--- src/rtl/spi_cmd_sequencer_pkg.sv ---
// Shared types for the SPI command sequencer.
// Opcodes, FSM states and reset constants.
package spi_cmd_pkg;

    typedef enum logic [3:0] {
        OP_SET_DISP = 4'h1,
        OP_SET_DUTY = 4'h2,
        OP_MOTOR    = 4'h3,
        OP_BLANK    = 4'h4,
        OP_SOFT_RST = 4'hF
    } opcode_t;

    typedef enum logic [1:0] {
        IDLE,
        WAIT_ARG,
        EXEC
    } seq_state_t;

    localparam logic DISP_BLANK_RST = 1'b1;

    // True for opcodes that are followed by an operand nibble
    function automatic logic needs_arg(input logic [3:0] n);
        return (n == OP_SET_DISP) || (n == OP_SET_DUTY) ||
               (n == OP_MOTOR) || (n == OP_BLANK);
    endfunction

endpackage

--- src/rtl/spi_cmd_sequencer_if.sv ---
// Bus between SPI nibble source and the command sequencer.
// master drives nibbles, slave returns display/motor state.
interface spi_cmd_sequencer_if;
    logic [3:0] spi_data;
    logic       spi_valid;
    logic [3:0] disp_hex;
    logic       disp_blank;
    logic [3:0] duty_out;
    logic       motor_en;
    logic       cmd_ack;
    logic       cmd_err;

    modport master (
        output spi_data, spi_valid,
        input  disp_hex, disp_blank, duty_out, motor_en, cmd_ack, cmd_err
    );

    modport slave (
        input  spi_data, spi_valid,
        output disp_hex, disp_blank, duty_out, motor_en, cmd_ack, cmd_err
    );
endinterface

--- src/rtl/spi_cmd_sequencer_ramp.sv ---
// Rate-limited PWM duty ramp: one +/-1 step per RAMP_DIV cycles.
// Disabled ramp holds duty at zero; target is owned by the caller.
module duty_ramp #(
    parameter int RAMP_DIV = 500_000
) (
    input  logic       clk,
    input  logic       reset,
    input  logic       en,
    input  logic [3:0] tgt,
    output logic [3:0] duty
);
    localparam int CW = (RAMP_DIV > 1) ? $clog2(RAMP_DIV) : 1;

    logic [CW-1:0] cnt;

    // Prescaler restarts at target; each wrap moves duty one step toward tgt
    always_ff @(posedge clk) begin
        if (!reset || !en) begin
            duty <= 4'd0;
            cnt  <= '0;
        end else if (duty == tgt) begin
            cnt <= '0;
        end else if (cnt == CW'(RAMP_DIV - 1)) begin
            cnt  <= '0;
            duty <= (duty < tgt) ? duty + 4'd1 : duty - 4'd1;
        end else begin
            cnt <= cnt + 1'b1;
        end
    end
endmodule

--- src/rtl/spi_cmd_sequencer.sv ---
// Frames SPI nibbles into opcode/operand commands and drives
// display and motor configuration registers.
module spi_cmd_sequencer
    import spi_cmd_pkg::*;
#(
    parameter int TIMEOUT_CYCLES = 50_000_000,
    parameter int RAMP_DIV       = 500_000
) (
    input logic           clk,
    input logic           reset,
    spi_cmd_sequencer_if.slave bus
);
    localparam int TW = $clog2(TIMEOUT_CYCLES);

    seq_state_t  state;
    opcode_t     op;
    logic [3:0]  arg;
    logic [TW-1:0] timer;
    logic        drop_pend;
    logic [3:0]  disp_hex;
    logic        disp_blank;
    logic [3:0]  duty_tgt;
    logic        motor_en;
    logic        cmd_ack;
    logic        cmd_err;
    logic [3:0]  duty;
    logic        ramp_rst;

    // Soft reset clears the ramp on the same edge as the config registers
    always_comb begin
        ramp_rst = reset;
        if (state == EXEC && op == OP_SOFT_RST) ramp_rst = 1'b0;
    end

    // Frame FSM, timeout counter and config registers
    always_ff @(posedge clk) begin
        if (!reset) begin
            state      <= IDLE;
            op         <= OP_SET_DISP;
            arg        <= 4'd0;
            timer      <= '0;
            drop_pend  <= 1'b0;
            disp_hex   <= 4'd0;
            disp_blank <= DISP_BLANK_RST;
            duty_tgt   <= 4'd0;
            motor_en   <= 1'b0;
            cmd_ack    <= 1'b0;
            cmd_err    <= 1'b0;
        end else begin
            cmd_ack   <= 1'b0;
            cmd_err   <= 1'b0;
            drop_pend <= 1'b0;
            case (state)
                IDLE: begin
                    // a nibble dropped in EXEC reports here, clear of cmd_ack
                    cmd_err <= drop_pend;
                    if (bus.spi_valid) begin
                        if (needs_arg(bus.spi_data)) begin
                            op    <= opcode_t'(bus.spi_data);
                            timer <= '0;
                            state <= WAIT_ARG;
                        end else if (bus.spi_data == OP_SOFT_RST) begin
                            op    <= OP_SOFT_RST;
                            state <= EXEC;
                        end else begin
                            cmd_err <= 1'b1;
                        end
                    end
                end
                WAIT_ARG: begin
                    if (bus.spi_valid) begin
                        arg   <= bus.spi_data;
                        state <= EXEC;
                    end else if (timer == TW'(TIMEOUT_CYCLES - 1)) begin
                        cmd_err <= 1'b1;
                        state   <= IDLE;
                    end else begin
                        timer <= timer + 1'b1;
                    end
                end
                EXEC: begin
                    cmd_ack   <= 1'b1;
                    drop_pend <= bus.spi_valid;
                    state     <= IDLE;
                    case (op)
                        OP_SET_DISP: begin
                            disp_hex   <= arg;
                            disp_blank <= 1'b0;
                        end
                        OP_SET_DUTY: duty_tgt   <= arg;
                        OP_MOTOR:    motor_en   <= arg[0];
                        OP_BLANK:    disp_blank <= arg[0];
                        OP_SOFT_RST: begin
                            disp_hex   <= 4'd0;
                            disp_blank <= DISP_BLANK_RST;
                            duty_tgt   <= 4'd0;
                            motor_en   <= 1'b0;
                        end
                        default: ;
                    endcase
                end
                default: state <= IDLE;
            endcase
        end
    end

    duty_ramp #(.RAMP_DIV(RAMP_DIV)) u_ramp (
        .clk   (clk),
        .reset (ramp_rst),
        .en    (motor_en),
        .tgt   (duty_tgt),
        .duty  (duty)
    );

    assign bus.disp_hex   = disp_hex;
    assign bus.disp_blank = disp_blank;
    assign bus.duty_out   = duty;
    assign bus.motor_en   = motor_en;
    assign bus.cmd_ack    = cmd_ack;
    assign bus.cmd_err    = cmd_err;
endmodule

--- src/flat_wrapper.sv ---
// flat-port wrapper written by rule: the top's interface ports become plain ports
module spi_cmd_sequencer_flat import spi_cmd_pkg::*;
#(
    parameter int TIMEOUT_CYCLES = 50_000_000,
    parameter int RAMP_DIV       = 500_000
)
  (clk, reset, bus_spi_data, bus_spi_valid, bus_disp_hex, bus_disp_blank, bus_duty_out, bus_motor_en, bus_cmd_ack, bus_cmd_err);
  spi_cmd_sequencer_if bus_i ();
  input logic clk;
  input logic reset;
  input wire logic [$bits(bus_i.spi_data)-1:0] bus_spi_data;
  input wire logic [$bits(bus_i.spi_valid)-1:0] bus_spi_valid;
  output wire logic [$bits(bus_i.disp_hex)-1:0] bus_disp_hex;
  output wire logic [$bits(bus_i.disp_blank)-1:0] bus_disp_blank;
  output wire logic [$bits(bus_i.duty_out)-1:0] bus_duty_out;
  output wire logic [$bits(bus_i.motor_en)-1:0] bus_motor_en;
  output wire logic [$bits(bus_i.cmd_ack)-1:0] bus_cmd_ack;
  output wire logic [$bits(bus_i.cmd_err)-1:0] bus_cmd_err;
  assign bus_i.spi_data = bus_spi_data;
  assign bus_i.spi_valid = bus_spi_valid;
  assign bus_disp_hex = bus_i.disp_hex;
  assign bus_disp_blank = bus_i.disp_blank;
  assign bus_duty_out = bus_i.duty_out;
  assign bus_motor_en = bus_i.motor_en;
  assign bus_cmd_ack = bus_i.cmd_ack;
  assign bus_cmd_err = bus_i.cmd_err;
  spi_cmd_sequencer #(.TIMEOUT_CYCLES(TIMEOUT_CYCLES), .RAMP_DIV(RAMP_DIV)) u_core (.clk(clk), .reset(reset), .bus(bus_i));
endmodule
--- config.mk ---
export PLATFORM = sky130hd
export DESIGN_NAME = spi_cmd_sequencer_flat
export DESIGN_NICKNAME = d
export VERILOG_FILES = /design/src/rtl/spi_cmd_sequencer_pkg.sv /design/src/rtl/spi_cmd_sequencer_if.sv /design/src/rtl/spi_cmd_sequencer_ramp.sv /design/src/rtl/spi_cmd_sequencer.sv /design/src/flat_wrapper.sv
export SDC_FILE = /design/constraint.sdc
export NUM_CORES = 1
export LEC_CHECK = 0
export ABC_AREA = 1
export CORE_UTILIZATION = 61
export DETAILED_ROUTE_END_ITERATION = 16
export PLACE_DENSITY = 0.8
export SKIP_CTS_REPAIR_TIMING = 1
export SYNTH_ARGS = -nofsm -noshare
export SYNTH_HDL_FRONTEND = slang
export SYNTH_HIERARCHICAL = 1
export SYNTH_SLANG_ARGS = --single-unit
export TNS_END_PERCENT = 20
--- constraint.sdc ---
create_clock -name clk -period 2.65 [get_ports clk]
set_clock_uncertainty 0.1 [all_clocks]
set_input_delay 0.3975 -clock clk [delete_from_list [all_inputs] [get_ports clk]]
set_output_delay 0.3975 -clock clk [all_outputs]
set_load 0.005 [all_outputs]
==> results of run 1 <==
## kinds of logic (layout without fill, tap and decap cells)
| kind of cell | Yosys count | count (layout) | share of synthesized area |
|---|---|---|---|
| AO/OA/AOI/OAI | 73 | 73 | 0.0958 |
| XOR/XNOR | 4 | 4 | 0.00836 |
| adder cells (fa/ha/maj) | 9 | 9 | 0.0287 |
| buffers and inverters | 90 | 116 | 0.0875 |
| flip-flops | 72 | 72 | 0.344 |
| AND/OR/NAND/NOR | 412 | 412 | 0.436 |
## registers in the layout, summed over array words and instances, names as in the netlist, 2 cells and up
signal / cells
u_core/arg: 4
u_core/bus.disp_hex: 4
u_core/duty_tgt: 4
u_core/op: 4
u_core/state: 2
u_core/timer: 26
u_core/u_ramp/cnt: 19
u_core/u_ramp/duty: 4
## tightest hold or removal path: cells and delay by family (launching register included)
family | cells | cell delay (ns)
simple gates | 1 | 0.06
flops | 1 | 0.31
compound gates | 1 | 0.05
## how the worst min path moves through the flow
stage                                            to                       startpoint  cells past startpoint
global route        u_core/u_ramp/cnt[0]$_SDFF_PP0_  u_core/u_ramp/cnt[0]$_SDFF_PP0_                      1
floorplan           u_core/u_ramp/cnt[0]$_SDFF_PP0_  u_core/u_ramp/cnt[0]$_SDFF_PP0_                      1
detailed placement  u_core/duty_tgt[3]$_SDFFE_PN0P_  u_core/duty_tgt[3]$_SDFFE_PN0P_                      2
global placement    u_core/u_ramp/cnt[0]$_SDFF_PP0_  u_core/u_ramp/cnt[0]$_SDFF_PP0_                      1
finish              u_core/duty_tgt[3]$_SDFFE_PN0P_  u_core/duty_tgt[3]$_SDFFE_PN0P_                      2
CTS                 u_core/duty_tgt[3]$_SDFFE_PN0P_  u_core/duty_tgt[3]$_SDFFE_PN0P_                      2
## power by group
group / switching [mW] / internal, mW
Combinational: 0.113 / 0.0733
Sequential: 0.0312 / 1.11
Clock: 0.396 / 0.330
## cell type report
type                            count  area [um^2]  area share
Clock buffer                       11          131      0.0286
Clock inverter                      4         22.5     0.00490
Inverter                           79          297      0.0645
Multi-Input combinational cell    498         2380       0.519
Sequential cell                    72         1440       0.314
Tap cell                           77         96.3      0.0210
Timing Repair Buffer               22          223      0.0485
## per-layer routing
metal,global-route usage,share of wire,routed length [um],vias to the layer above
li1,-,-,-,2130
met1,0.351,0.46,4210,1813
met2,0.464,0.48,4370,92
met3,0.0720,0.046,418,11
met4,0.0724,0.012,107,0
met5,0,0,0,-
## cells in the final DEF, fill, tap and decap left out, types with 3 or more instances in the layout
cell	n
o21ai_0	23
buf_4	3
inv_1	63
a21oi_1	34
clkinv_2	3
ha_1	8
nor3_4	3
nand2_2	8
nor3_1	4
o21bai_1	3
dfxtp_1	72
inv_2	15
o21ai_1	4
nand2_4	3
nand4_1	11
clkbuf_8	9
nor2_1	129
nor3b_1	3
nor2_4	4
nor2_2	7
clkdlybuf4s50_1	18
nand3_1	45
nand2_1	185
==> results.toml, run 1 <==
[worst_setup_path]
critPathMaxFanout = 5
cp.depth = 16
cp-end-kind = "flip-flop"
critPathRequiredTime_ns = 2.79
crit_path_start_kind = "flip-flop"
cp.arrival_ns = 2.38
worstPathCellList = "ha_1 -> nand2_1 -> nand2_1 -> nand2_1 -> nand2_1 -> ha_1 -> nand2_1 -> nand2_1 -> nor2_1 -> inv_1 -> nand2_1 -> nand2_1 -> inv_1 -> nand3_1 -> nand2_1 -> nor2_1"
slowest_delay_ns = 0.44
cp_common_cell = "nand2_1"
crit_slowest_cell = "dfxtp_1"
reg2reg_to = "u_core/u_ramp/duty[3]$_SDFFE_PP0P_"
crit_buf_inv = 2
crit_type = "reg2reg"
crit_start = "u_core/u_ramp/duty[1]$_SDFFE_PP0P_"
cpLargestDelayFamily = "simple AND/OR/NAND/NOR gates"
reg2reg_from = "u_core/u_ramp/duty[1]$_SDFFE_PP0P_"
reg2regPathDepth = 16
r2r_slack_ns = 0.42
critPathCapture = "u_core/u_ramp/duty[3]$_SDFFE_PP0P_"

[run]
drv_cap = 0

[outcome]
status = "finished with violations"
violations = "design-rule violations"

[power]
p_total_mw = 2.06
vdd_drop_max_v = 0.000488
p_leak_nw = 1.77
cellPowerDensity_mw_per_mm2 = 448

[sta]
worst_slack_ns = 0.417
rsz0062_at_grt = "false"
hold_viol = 0
setup_tns_ns = 0
hold_slack_ns = 0.370
relSlewSlack = 0.684
tightest_slew_ns = 0.471
fin_crit_ns = 2.23
fmax_mhz = 448
setup_viol = 0
min_period_over_period = 0.842
slew_violations = 0

[logic_synthesis]
synth_top_area_frac = 0.344
synth_area_mm2 = 0.00419
async_flop_share = 0
synth_edf_count = 0
synth.area.top_cells = "dfxtp_1 (34%), nand2_1 (17%), nor2_1 (12%)"
synth.largest_area_cell = "dfxtp_1"
synthDistinctLibCells = 42
yosysWarnings = 6
syn_avg_cell_area_um2 = 6.35
synthFlopType = "dfxtp_1"
synthTopCellsByCount = "nand2_1 (185), nor2_1 (129), dfxtp_1 (72)"
synth_cells = 660
yosys_register_bits = 72
syn_nets = 676
seq_area_frac_synth = 0.344
yosysMostFrequentCell = "nand2_1"

[final_layout]
fill_cells = 564
area_growth_pct = 9.61
postLayoutCoreUtil = 0.707
final_cell_area_mm2 = 0.00459
drive_gt1_frac = 0.0904
insertedDiodeCount = 0
nets = 698
instances_no_fill = 763

[clocking]
cts_num_sinks = 72
h-tree-depth = 3
cts.clk_slew.worst_paths_ns = 0.07
cts_tree = "yes"
cts_root_buffer = "clkbuf_8"
cts_inserted_buffers = 9
clk_path_buf_depth = 2
clock_latency_ns = 0.35

[global_route]
grt_max_degree = 25
grt_pass1_wl_mm = 15.8
antenna_found_initial = 0
grt_pass1_vias = 3594
grt_usage = 0.275
grt.overflow.total = 0

[route]
routed_via_density = 5.30
drt_pass1_iterations = 12
detail-route-antenna-nets = 0
dr.first_iter.drc_count = 248
drc = 1
wl_per_cell_um = 11.9
vias = 4046
drt-total-wl_mm = 9.10

[die]
die_w_um = 84.9
coreArea_mm2 = 0.00649
core.rowCount = 29
pin_count = 19
die-height_um = 84.9
dieArea_mm2 = 0.00721
start_util = 0.645

[placement]
dpl_cell_area_mm2 = 0.00444
dp_hpwl_mm = 6.85
port_buffers = 18
dp_cells = 748
dp_slack_ns = 0.311
gp_congestion = 0.931

[hold_path]
worstHoldPathType = "reg2reg"
Note: power is estimated with default switching activity, not from simulation.
==> run 2: changes to the inputs <==
--- a/config.mk
+++ b/config.mk
@@ -6,9 +6,9 @@
 export NUM_CORES = 1
 export LEC_CHECK = 0
 export ABC_AREA = 1
-export CORE_UTILIZATION = 61
+export CORE_UTILIZATION = 55
 export DETAILED_ROUTE_END_ITERATION = 16
-export PLACE_DENSITY = 0.8
+export PLACE_DENSITY = 0.76
 export SKIP_CTS_REPAIR_TIMING = 1
 export SYNTH_ARGS = -nofsm -noshare
 export SYNTH_HDL_FRONTEND = slang
==> constraint.sdc (replaced) <==
create_clock -name clk -period 1.9 [get_ports clk]
set_clock_uncertainty 0.1 [all_clocks]
set_input_delay 0.285 -clock clk [delete_from_list [all_inputs] [get_ports clk]]
set_output_delay 0.285 -clock clk [all_outputs]
set_load 0.005 [all_outputs]
==> run 2 against run 1 <==
  * The run ends with negative setup slack left
  * Global-route usage decreased by 0.99 points
  * First-iteration DRC count down 27%
  * Via count is 5.0% higher
  * Total power increased by 58%
  * Sequential cell count unchanged
  * Sequential share of layout area fell by 3.0 points
  * Combinational power rose by 63%
  * Largest cell class unchanged
  * Highest routed layer unchanged
==> results.toml, run 2 (synthesis gave the netlist of run 1 again) <==
[run]
drv_cap = 0

[placement]
dp_hpwl_mm = 7.37
port_buffers = 18
gp_congestion = 0.905
dpl_cell_area_mm2 = 0.00479

[final_layout]
seq_area_mm2 = 0.00146
area_growth_pct = 22.5
nets = 731
final_cell_mix = "nand2_1 (177), nor2_1 (126), dfxtp_1 (64)"
largest_register_ffs = 26
insertedDiodeCount = 0
multi_input_area_mm2 = 0.00255
postLayoutCoreUtil = 0.704
reg_top3 = "u_core/timer: 26 flops, u_core/u_ramp/cnt: 19 flops"
drive_gt1_frac = 0.188
regMostFlops = "u_core/timer"
final_cell_area_mm2 = 0.00513
fill_cells = 659
layout_commonest_cell = "nand2_1"

[power]
switching_share = 0.244
switching_power_mw = 0.792
p_total_mw = 3.25
cellPowerDensity_mw_per_mm2 = 632
combPwrFrac = 0.093
vdd_drop_max_v = 0.000392
pwr-share-clk = 0.418
p_int_mw = 2.46
p_leak_nw = 1.98
power_frac_seq = 0.489

[sta]
min_period_over_period = 1.07
tightest_slew_ns = 0.447
setup_viol = 1
hold_viol = 0
fin_crit_ns = 2.03
hold_slack_ns = 0.359
slew_violations = 0
fmax_mhz = 493
worst_slack_ns = -0.129
relSlewSlack = 0.699
rsz0062_at_grt = "true"

[clocking]
cts_root_buffer = "clkbuf_8"
cts.clk_slew.worst_paths_ns = 0.07
cts_tree = "yes"
clock_latency_ns = 0.35
cts_inserted_buffers = 9
h-tree-depth = 3
clk_path_buf_depth = 2
cts_num_sinks = 72

[worst_setup_path]
critPathRequiredTime_ns = 2.04
critPathMaxFanout = 4
reg2regPathDepth = 17
crit_path_start_kind = "flip-flop"
crit_type = "reg2reg"
cp-end-kind = "flip-flop"
cp.arrival_ns = 2.17

[die]
die_w_um = 89.3
die-height_um = 89.3
pin_count = 19
coreArea_mm2 = 0.00729
core.rowCount = 31
start_util = 0.575
dieArea_mm2 = 0.00797

[route]
routed_via_density = 5.19
drt_pass1_iterations = 5
wl_per_cell_um = 12.2
detail-route-antenna-nets = 0
vias = 4247
dr.first_iter.drc_count = 180
drt-total-wl_mm = 10.0
drc = 0

[outcome]
violations = "negative setup slack"
status = "finished with violations"

[global_route]
grt_max_degree = 22
grt_usage = 0.265
antenna_found_initial = 0
grt.overflow.total = 0
grt_pass1_wl_mm = 16.2
grt_pass1_vias = 3774

[hold_path]
min_delay_path_depth = 2
worstHoldPathType = "reg2reg"
==> run 2: cell count changes in the layout (fill, tap and decap cells not counted), moves of 6 or more <==
cell / before / now
buf_4: 3 / 35
ha_1: 8 / 1
dfxtp_2: 0 / 6
dfxtp_1: 72 / 64
nand2_1: 185 / 177
==> run 2: area by class of cell <==
type                    count  area share
multi-input cells         498       0.497
flip-flops and latches     72       0.284
repair buffers             55      0.0941
inverters                  79      0.0582
clock buffers              11      0.0275
well taps                  99      0.0241
clock inverters             5      0.0158
==> run 2: path summary, 6_finish.rpt <==
path                                    from                                 end  slack (ns)
max          u_core/duty_tgt[3]$_SDFFE_PN0P_  u_core/u_ramp/duty[3]$_SDFFE_PP0P_       -0.13
min          u_core/duty_tgt[2]$_SDFFE_PN0P_     u_core/duty_tgt[2]$_SDFFE_PN0P_        0.36
max reg2reg  u_core/duty_tgt[3]$_SDFFE_PN0P_  u_core/u_ramp/duty[3]$_SDFFE_PP0P_       -0.13
min reg2reg  u_core/duty_tgt[2]$_SDFFE_PN0P_     u_core/duty_tgt[2]$_SDFFE_PN0P_        0.36
==> run 2: metal layers <==
metal  vias to the layer above  global-route usage  wire length (um)
met3                        14              0.0425               357
met4                         0               0.101               107
li1                       2200                   -                 -
met5                         -                   0                 0
met2                        83               0.455              4740
met1                      1950               0.334              4800
==> run 2: power groups by stage <==
stage / Combinational, mW / Sequential, mW / Clock [mW]
after global placement: 0.291 / 1.62 / 0
after detailed placement: 0.300 / 1.62 / 0
after floorplan: 0.185 / 1.62 / 0
after CTS: 0.301 / 1.59 / 1.39
after global routing: 0.344 / 1.59 / 1.45
final: 0.304 / 1.59 / 1.36
==> run 2: critical path: stages (launching register included) <==
cell     delay [ns]
dfxtp_2        0.33
inv_2          0.04
ha_4           0.27
nand2_2        0.05
inv_2          0.07
nand2_4        0.06
nand2_4        0.09
ha_4           0.23
nand2_2        0.06
nand2_2        0.07
nor2_4         0.12
inv_1          0.06
nand2_1        0.06
nand2_1        0.07
inv_2          0.07
nand3_2        0.05
nand2_1        0.07
nor2_1         0.04
==> run 2: per-stage QoR <==
step	cells	TNS [ns]	worst slack, ns
after detailed placement	800	-0.372	-0.186
final	819	-0.129	-0.129
after floorplan	660	0	0.00287
after CTS	816	-0.317	-0.200
after global routing	819	-0.264	-0.229
after global placement	800	-0.0530	-0.0530
==> run 3: changes to the inputs <==
--- a/config.mk
+++ b/config.mk
@@ -6,7 +6,9 @@
 export NUM_CORES = 1
 export LEC_CHECK = 0
 export ABC_AREA = 1
+export CORE_ASPECT_RATIO = 1.75
 export CORE_UTILIZATION = 55
+export CTS_CLUSTER_SIZE = 20
 export DETAILED_ROUTE_END_ITERATION = 16
 export PLACE_DENSITY = 0.76
 export SKIP_CTS_REPAIR_TIMING = 1
==> run 3 against run 2 <==
  * The flow still finishes with violations (negative setup slack)
  * Maximum frequency shrank 1.5%
  * Worst setup slack lost 0.031 ns
  * Register-to-register slack lost 0.03 ns
  * Via count grew 1.5%
==> results.toml, run 3 (synthesis gave the netlist of run 1 again) <==
[outcome]
status = "finished with violations"
violations = "negative setup slack"

[worst_setup_path]
reg2reg_to = "u_core/u_ramp/duty[3]$_SDFFE_PP0P_"
reg2regPathDepth = 14
crit_slowest_cell = "dfxtp_2"
crit_type = "reg2reg"
cp-end-kind = "flip-flop"
worstPathCellList = "inv_2 -> ha_4 -> a21oi_2 -> nand2_4 -> ha_4 -> nand2_1 -> nor2_1 -> nor2_2 -> inv_1 -> nand2_2 -> nand2_2 -> inv_2 -> a21oi_1 -> nor2_1"
slowest_delay_ns = 0.33
cpLargestDelayFamily = "simple AND/OR/NAND/NOR gates"
crit_path_start_kind = "flip-flop"
r2r_slack_ns = -0.16
cp.depth = 14
critPathRequiredTime_ns = 2.02
crit_buf_inv = 3
reg2reg_from = "u_core/duty_tgt[3]$_SDFFE_PN0P_"
cp.arrival_ns = 2.18
critPathMaxFanout = 4

[route]
drc = 0
drt-total-wl_mm = 10.6
detail-route-antenna-nets = 0
routed_via_density = 5.29
drt_pass1_iterations = 4
vias = 4309
wl_per_cell_um = 13.1
dr.first_iter.drc_count = 208

[final_layout]
regMostFlops = "u_core/timer"
final_cell_mix = "nand2_1 (178), nor2_1 (127), dfxtp_1 (65)"
fill_cells = 643
reg_top3 = "u_core/timer: 26 flops, u_core/u_ramp/cnt: 19 flops"
insertedDiodeCount = 0
area_growth_pct = 23.9
postLayoutCoreUtil = 0.713
largest_register_ffs = 26
nets = 740
drive_gt1_frac = 0.187
layout_commonest_cell = "nand2_1"

[sta]
hold_slack_ns = 0.348
tightest_slew_ns = 0.373
worst_slack_ns = -0.160
setup_viol = 2
relSlewSlack = 0.751
slew_violations = 0
fmax_mhz = 485
hold_viol = 0
fin_crit_ns = 2.06
rsz0062_at_grt = "true"
min_period_over_period = 1.08
setup_tns_ns = -0.169

[die]
dieArea_mm2 = 0.00799
core.rowCount = 41
pin_count = 19
start_util = 0.575
coreArea_mm2 = 0.00728
die_w_um = 68.0
die-height_um = 117

[power]
vdd_drop_max_v = 0.000572
power_frac_seq = 0.461
combPwrFrac = 0.094
p_leak_nw = 2.05
cellPowerDensity_mw_per_mm2 = 664
p_int_mw = 2.61
switching_power_mw = 0.842
switching_share = 0.244
pwr-share-clk = 0.445

[hold_path]
min_delay_path_depth = 1
hold_path_startpoint = "u_core/u_ramp/cnt[0]$_SDFF_PP0_"
whs_endpoint = "u_core/u_ramp/cnt[0]$_SDFF_PP0_"
worstHoldPathType = "reg2reg"

[clocking]
h-tree-depth = 3
cts_inserted_buffers = 9
clock_latency_ns = 0.33
clk_path_buf_depth = 2
cts_tree = "yes"
cts_num_sinks = 72
cts_root_buffer = "clkbuf_16"
cts.clk_slew.worst_paths_ns = 0.06

[placement]
dp_hpwl_mm = 8.08
gp_congestion = 1.01
port_buffers = 18

[global_route]
grt_max_degree = 21
antenna_found_initial = 0
grt_pass1_wl_mm = 17.5
grt_pass1_vias = 4058
grt.overflow.total = 0
grt_usage = 0.286

[run]
drv_cap = 0
==> run 3: changes by cell type in the layout (fill, tap and decap cells not counted), moves of 3 or more <==
cell       change
buf_4          +8
clkbuf_16      +9
clkinv_2       +3
clkbuf_8       -9
nor2_4         -3
==> run 3: layout make-up <==
type | instances | area (um^2) | share of cell area
well taps | 86 | 108 | 0.0207
multi-input cells | 498 | 2500 | 0.481
flip-flops and latches | 72 | 1460 | 0.280
clock buffers | 10 | 239 | 0.0460
clock inverters | 6 | 33.8 | 0.00650
repair buffers | 64 | 563 | 0.108
inverters | 79 | 297 | 0.0571
==> run 3: stage by stage <==
step           power [mW]  cell area [um^2]  cells  setup WS, ns
6_report             3.45              5190    815        -0.160
2_1_floorplan        1.80              4270    660       0.00287
4_1_cts              3.48              5100    809        -0.201
5_1_grt              3.59              5190    815        -0.270
3_5_place_dp         1.94              4830    793        -0.187
3_3_place_gp         1.93              4830    793       -0.0866
==> run 3: per-layer routing <==
layer / vias up / global-route usage / routed length, um
li1: 2220 / - / -
met1: 1972 / 0.276 / 3980
met2: 81 / 0.513 / 5960
met3: 36 / 0.0523 / 233
met4: 0 / 0.190 / 467
met5: - / 0 / 0
==> run 3: how the worst max path moves through the flow <==
stage | startpoint | end | slack, ns
finish | u_core/duty_tgt[3]$_SDFFE_PN0P_ | u_core/u_ramp/duty[3]$_SDFFE_PP0P_ | -0.16
global route | u_core/duty_tgt[3]$_SDFFE_PN0P_ | u_core/u_ramp/duty[3]$_SDFFE_PP0P_ | -0.27
CTS | u_core/duty_tgt[1]$_SDFFE_PN0P_ | u_core/u_ramp/duty[3]$_SDFFE_PP0P_ | -0.20
detailed placement | u_core/duty_tgt[1]$_SDFFE_PN0P_ | u_core/u_ramp/duty[3]$_SDFFE_PP0P_ | -0.19
global placement | u_core/duty_tgt[1]$_SDFFE_PN0P_ | u_core/u_ramp/duty[3]$_SDFFE_PP0P_ | -0.09
floorplan | u_core/duty_tgt[1]$_SDFFE_PN0P_ | u_core/u_ramp/duty[3]$_SDFFE_PP0P_ | 0.003
==> run 3: power by group through the flow <==
stage | Clock (mW) | Combinational, mW | Sequential, mW
after CTS | 1.56 | 0.324 | 1.59
after floorplan | 0 | 0.185 | 1.62
final | 1.54 | 0.324 | 1.59
after global routing | 1.63 | 0.364 | 1.59
after detailed placement | 0 | 0.322 | 1.62
after global placement | 0 | 0.316 | 1.62
